`config.mk`:
```
export PLATFORM = sky130hd
export DESIGN_NAME = seq_mod_divider
export DESIGN_NICKNAME = d
export VERILOG_FILES = /design/src/rtl/pollard_pkg.sv /design/src/rtl/seq_mod_divider_div_step.sv /design/src/rtl/seq_mod_divider.sv
export SDC_FILE = /design/constraint.sdc
export NUM_CORES = 1
export LEC_CHECK = 0
export CORE_ASPECT_RATIO = 0.8
export CORE_UTILIZATION = 25
export CTS_CLUSTER_DIAMETER = 50
export DETAILED_ROUTE_END_ITERATION = 6
export PLACE_DENSITY = 0.54
export SYNTH_ARGS = -nofsm -noshare
export SYNTH_HDL_FRONTEND = slang
export SYNTH_HIERARCHICAL = 1
export SYNTH_SLANG_ARGS = --single-unit
```
`constraint.sdc`:
```
create_clock -name clk -period 6.8 [get_ports clk]
set_clock_uncertainty 0.15 [all_clocks]
set_input_delay 1.02 -clock clk [delete_from_list [all_inputs] [get_ports clk]]
set_output_delay 1.02 -clock clk [all_outputs]
set_load 0.005 [all_outputs]
```
`src/rtl/pollard_pkg.sv`:
```
// rtl/pollard_pkg.sv - shared types and widths for the Pollard p-1 datapath
package pollard_pkg;

    typedef enum logic {
        IDLE = 1'b0,
        RUN  = 1'b1
    } state_e;

    localparam int DIV_WIDTH = 32;

endpackage

```
`src/rtl/seq_mod_divider_div_step.sv`:
```
// rtl/seq_mod_divider_div_step.sv - one combinational restoring radix-2 divide iteration
module div_step #(
    parameter int WIDTH = 32
) (
    input  logic [WIDTH-1:0] r,
    input  logic [WIDTH-1:0] q,
    input  logic [WIDTH-1:0] d,
    output logic [WIDTH-1:0] r_next,
    output logic [WIDTH-1:0] q_next
);

    logic [WIDTH:0] t;
    logic [WIDTH:0] d_ext;
    logic           ge;

    // r can carry its top bit when the divisor is large, so the trial value needs WIDTH+1 bits
    assign t      = {r, q[WIDTH-1]};
    assign d_ext  = {1'b0, d};
    assign ge     = (t >= d_ext);
    assign r_next = WIDTH'(ge ? (t - d_ext) : t);
    assign q_next = {q[WIDTH-2:0], ge};

endmodule

```
`src/rtl/seq_mod_divider.sv`:
```
// rtl/seq_mod_divider.sv - multi-cycle unsigned divider, one quotient bit per clock
module seq_mod_divider
    import pollard_pkg::*;
#(
    parameter int WIDTH = DIV_WIDTH
) (
    input  logic             clk,
    input  logic             reset,
    input  logic             start,
    input  logic [WIDTH-1:0] dividend,
    input  logic [WIDTH-1:0] divisor,
    output logic             rfd,
    output logic [WIDTH-1:0] quotient,
    output logic [WIDTH-1:0] remainder,
    output logic             done,
    output logic             div_by_zero
);

    localparam int            CW   = $clog2(WIDTH);
    localparam logic [CW-1:0] LAST = CW'(WIDTH - 1);

    state_e           state_q, state_d;
    logic [WIDTH-1:0] q_q, q_d;
    logic [WIDTH-1:0] d_q, d_d;
    logic [WIDTH-1:0] r_q, r_d;
    logic [WIDTH-1:0] quot_q, quot_d;
    logic [WIDTH-1:0] rem_q, rem_d;
    logic [CW-1:0]    cnt_q, cnt_d;
    logic             done_q, done_d;
    logic             dbz_q, dbz_d;
    logic [WIDTH-1:0] r_step, q_step;

    div_step #(.WIDTH(WIDTH)) u_step (
        .r      (r_q),
        .q      (q_q),
        .d      (d_q),
        .r_next (r_step),
        .q_next (q_step)
    );

    always_comb begin
        state_d = state_q;
        q_d     = q_q;
        d_d     = d_q;
        r_d     = r_q;
        cnt_d   = cnt_q;
        quot_d  = quot_q;
        rem_d   = rem_q;
        dbz_d   = dbz_q;
        done_d  = 1'b0;
        case (state_q)
            IDLE: begin
                if (start) begin
                    q_d     = dividend;
                    d_d     = divisor;
                    r_d     = '0;
                    cnt_d   = '0;
                    state_d = RUN;
                end
            end
            RUN: begin
                q_d   = q_step;
                r_d   = r_step;
                cnt_d = cnt_q + CW'(1);
                // Final step publishes the results from the step outputs, not the registers
                if (cnt_q == LAST) begin
                    quot_d  = q_step;
                    rem_d   = r_step;
                    dbz_d   = (d_q == '0);
                    done_d  = 1'b1;
                    cnt_d   = '0;
                    state_d = IDLE;
                end
            end
            default: state_d = IDLE;
        endcase
    end

    always_ff @(posedge clk or negedge reset) begin
        if (!reset) begin
            state_q <= IDLE;
            q_q     <= '0;
            d_q     <= '0;
            r_q     <= '0;
            cnt_q   <= '0;
            quot_q  <= '0;
            rem_q   <= '0;
            dbz_q   <= 1'b0;
            done_q  <= 1'b0;
        end else begin
            state_q <= state_d;
            q_q     <= q_d;
            d_q     <= d_d;
            r_q     <= r_d;
            cnt_q   <= cnt_d;
            quot_q  <= quot_d;
            rem_q   <= rem_d;
            dbz_q   <= dbz_d;
            done_q  <= done_d;
        end
    end

    assign rfd         = (state_q == IDLE);
    assign quotient    = quot_q;
    assign remainder   = rem_q;
    assign done        = done_q;
    assign div_by_zero = dbz_q;

endmodule

```
==> flow_results.org <==
** Cells and area
- Combined flip-flop and latch cell area :: about 4200 um^2
- In the final design database the tool counted 1000 nets.
- The multi-input combinational cells in the finished layout cover a total of 4400 um^2.
- Synthesis-to-finish area growth :: 22.3%
- Measured on the finished design, the core utilization comes to 31.3%.
- Share of final-layout standard cells stronger than drive strength 1 :: about a fifth
- Number of diodes :: 0
- Counting the fill cells in the layout gives 3730.

** Setup path
- Sort of element at the start of the critical path :: flop
- At the worst endpoint, the required time is around 7 ns.
- The signal on the critical path passes through inv_1, ha_1, nand4_1, nor3_1, o211ai_1, nor4b_4, o21ai_2, a31oi_4, o21a_4, inv_2, mux2_2, mux2_2.
- Type of element capturing the critical path :: flop
- Stage delay of the slowest cell on the critical path :: 0.56 ns
- Reg-to-reg setup timing slack :: between 2 and 3 ns
- The kind of cell with the highest combined delay along the critical path is compound AO/OA/AOI/OAI gates.
- Data arrives at the worst endpoint at 4.05 ns.
- The worst setup path is of the reg -> reg kind.
- Most Frequent Cell on Critical Path :: mux2_2
- CP max FO :: 30
- On the critical path, the stage with the largest delay is an instance of inv_2.
- The number of buffers and inverters on the critical path is 2.

** Timing
- The worst pin sits at a relative slew slack of between 20% and 30%.
- Across all setup checks in the final design, the least slack found is approximately 3 ns.
- At the pin with the least slew margin, the transition time is roughly 1.1 ns.
- Setup violations remaining at the end of the flow were counted as 0.
- Final count of hold timing violations :: 0
- The worst path in the final design needs a cycle of between 3 and 4 ns, including I/O delays and setup.
- Summed over all failing endpoints, the final setup total negative slack is 0 ns.
- Period utilization :: a little under three fifths
- RSZ-0062 raised after global routing :: no
- Derived from the worst setup path, the maximum achievable clock frequency is approximately 260 MHz.
- Max-slew violation count :: 0

** Synthesis
- Post-synthesis cell type with the largest combined area :: dfrtp_1
- Number of storage elements in the synthesis netlist :: approximately 170
- Ranking of synthesized cells by area :: dfrtp_1 (45%), mux2_2 (9.4%), mux2_4 (6.0%), ha_1 (4.7%), mux2i_1 (3.8%)
- Async set or reset register ratio after synthesis :: 100%
- The number of nets in the synthesized netlist is between 900 and 1000.
- The synthesized design devotes to its leading area cell type 45.4% of total area.
- After synthesis the cells add up to between 9000 and 10000 um^2.
- Ranked by instance count, the synthesized netlist is headed by dfrtp_1 (168), mux2_2 (77), nand2_1 (59).
- Each instance of the synthesized netlist takes up on average about 11 um^2.
- Synthesized instance count :: slightly above 800
- Fraction of the yosys area taken by sequential cells :: between 40% and 50%
- In the synthesized netlist the dominant register cell turns out to be dfrtp_1.
- Most frequently used cell type in the post-synthesis netlist :: dfrtp_1
- Number of flops mapped to enable cells by yosys :: 0
- Count of synthesis-stage warnings from yosys :: 6
- In this run, distinct cell masters in the synthesized netlist total 57.

** Die
- Floorplan die width :: ~220 um
- Die footprint :: ~38000 um^2
- The initialized floorplan defines between 60 and 70 standard-cell rows.
- The initial utilization of the core area, before any placement, comes to between 20% and 30%.
- The die is about 170 um tall.
- For this design the top-level I/O count stands at 134.
- After floorplanning, the core was sized to cover about 36000 um^2.

** Clock tree
- CTS Sinks :: ~170
- After clock tree synthesis, the setup repair step added 0 buffers.
- For this design, the CTS-stage hold fixing added 0 buffers.
- Cell at the root of the clock tree :: clkbuf_16
- H-tree levels :: 4
- Number of buffers created by CTS :: 17
- The clock passes through at most 2 buffers.
- Post-cts resize count :: 0
- Clock transition at the register clock pins on the worst setup and hold paths after CTS :: roughly 0.07 ns
- Insertion delay of the later-clocked pin in the worst-skew pair :: between 0.4 and 0.5 ns
- TritonCTS clock tree :: done

** Power
- Switching power as a share of total power :: between 30% and 40%
- The analysis attributes to cell leakage a power of 4.97 nW.
- Maximum ir drop on the vdd rail :: 0.261 mV
- Power density over cell area :: roughly 600 nW/um^2
- Net switching power of the design :: 0.00267 W
- Per report_power, the sequential group accounts for 27.9% of the total.
- The internal power of the cells totals between 0.004 and 0.005 W.
- Proportion of power drawn by combinational gates :: around 58%
- The share of total power dissipated in the clock network is between 10 and 15%.

** Placed design
- Final Wtd Congestion :: a little under 0.8
- Port buffering added roughly 130 buffers.
- The wire-length estimate of the detail-placed layout is approximately 17000 um.
- At the placement stage, the worst setup path has a slack of ~3 ns.

** Status
- The flow ran to the end, and the final reports show no timing, DRC or antenna violations.

** Global routing
- The first global-routing pass estimated 37600 um of wire.
- Total congestion overflow after global routing :: 0
- Largest net degree at the start of global routing :: just over 70
- For this run, the total global-route usage over all layers was measured as ~13%.
- Number of global-route vias before repair :: about 6400
- The number of antenna violations at the first check in global routing is 0.

** Route
- Routed length per placed instance :: 16.8 um
- Length of the first detailed-routing pass in iterations :: 4
- Via count :: 6264
- After detailed routing, the number of vias per cell comes to approximately 4.5.
- After the first detailed-routing iteration, the DRC count stood at 335.
- Antenna violation net count after detailed routing :: 0
- Total length of routed wires :: between 20000 and 25000 um
- DR DRC count :: 0

** Flow run
- Across the run, the number of max-cap violations was 0.

** Worst hold path
- The path class of the tightest hold or removal check is reg -> reg.
==> final timing paths <==
check                        startpoint      endpoint  cells after the start
setup / recovery                d_q[11]  remainder[6]                     12
setup reg to reg                d_q[11]  remainder[6]                     12
hold / removal             quotient[18]  quotient[18]                      1
min in group asynchronous         reset        q_q[4]                      1
max in group asynchronous         reset       state_q                      2
hold reg to reg            quotient[18]  quotient[18]                      1
==> stage by stage <==
stage / hold WS, ns / power [W] / area, um^2 / cells
after global placement: 0.326 / 0.00581 / 10800 / 1358
after detailed placement: 0.335 / 0.00583 / 10800 / 1358
after floorplan: 0.322 / 0.00484 / 9260 / 812
after global routing: 0.367 / 0.00736 / 11300 / 1390
after CTS: 0.351 / 0.00685 / 11300 / 1390
final: 0.345 / 0.00678 / 11300 / 1390
==> layout make-up <==
class / count / share of cell area (%)
Timing Repair Buffer: 139 / 12.1
Multi-Input combinational cell: 525 / 38.9
Inverter: 46 / 1.53
Tap cell: 480 / 5.31
Clock buffer: 18 / 3.88
Clock inverter: 14 / 1.09
Sequential cell: 168 / 37.2
==> cell families (layout without fill, tap and decap cells) <==
family                   Yosys count  in the layout  synth area share [%]
buffers and inverters            119            217                  7.12
flip-flops                       168            168                  45.4
multiplexers                     160            160                  20.5
AND/OR/NAND/NOR                  141            141                  7.46
AO/OA/AOI/OAI                    160            160                  11.9
adder cells (fa/ha/maj)           36             36                  4.95
XOR/XNOR                          28             28                  2.65
==> cells in the final DEF (no fill, tap or decap), types with 34 or more instances in the layout <==
| cell type | Yosys | layout |
|---|---|---|
| dfrtp_1 | 168 | 167 |
| clkdlybuf4s50_1 | 0 | 131 |
| mux2_2 | 77 | 77 |
| nand2_1 | 59 | 59 |
| o21ai_0 | 46 | 46 |
| inv_1 | 45 | 45 |
| mux2_4 | 37 | 37 |
| mux2i_1 | 35 | 35 |
| ha_1 | 35 | 35 |
| a22o_1 | 34 | 34 |
==> state kept, by name, indices dropped and copies added (netlist names) <==
signal and flops:
state_q 1, remainder 32, q_q 32, cnt_q 5, quotient 32, d_q 32
done 1, div_by_zero 1, r_q 32
==> routing by layer <==
metal	GRT usage, %	vias up	routed length, um
li1	-	3038	-
met1	19.3	3116	12400
met2	18.2	101	9840
met3	2.94	9	839
met4	3.35	0	202
met5	0	-	0
==> power groups by stage <==
stage | clock network, W | logic (W) | registers [W]
final | 0.000956 | 0.00393 | 0.00189
after global routing | 0.00103 | 0.00435 | 0.00198
after CTS | 0.000993 | 0.00395 | 0.00191
after detailed placement | 0 | 0.00391 | 0.00192
after global placement | 0 | 0.00389 | 0.00191
after floorplan | 0 | 0.00307 | 0.00177
No activity file was read; power rests on OpenSTA's default activity.
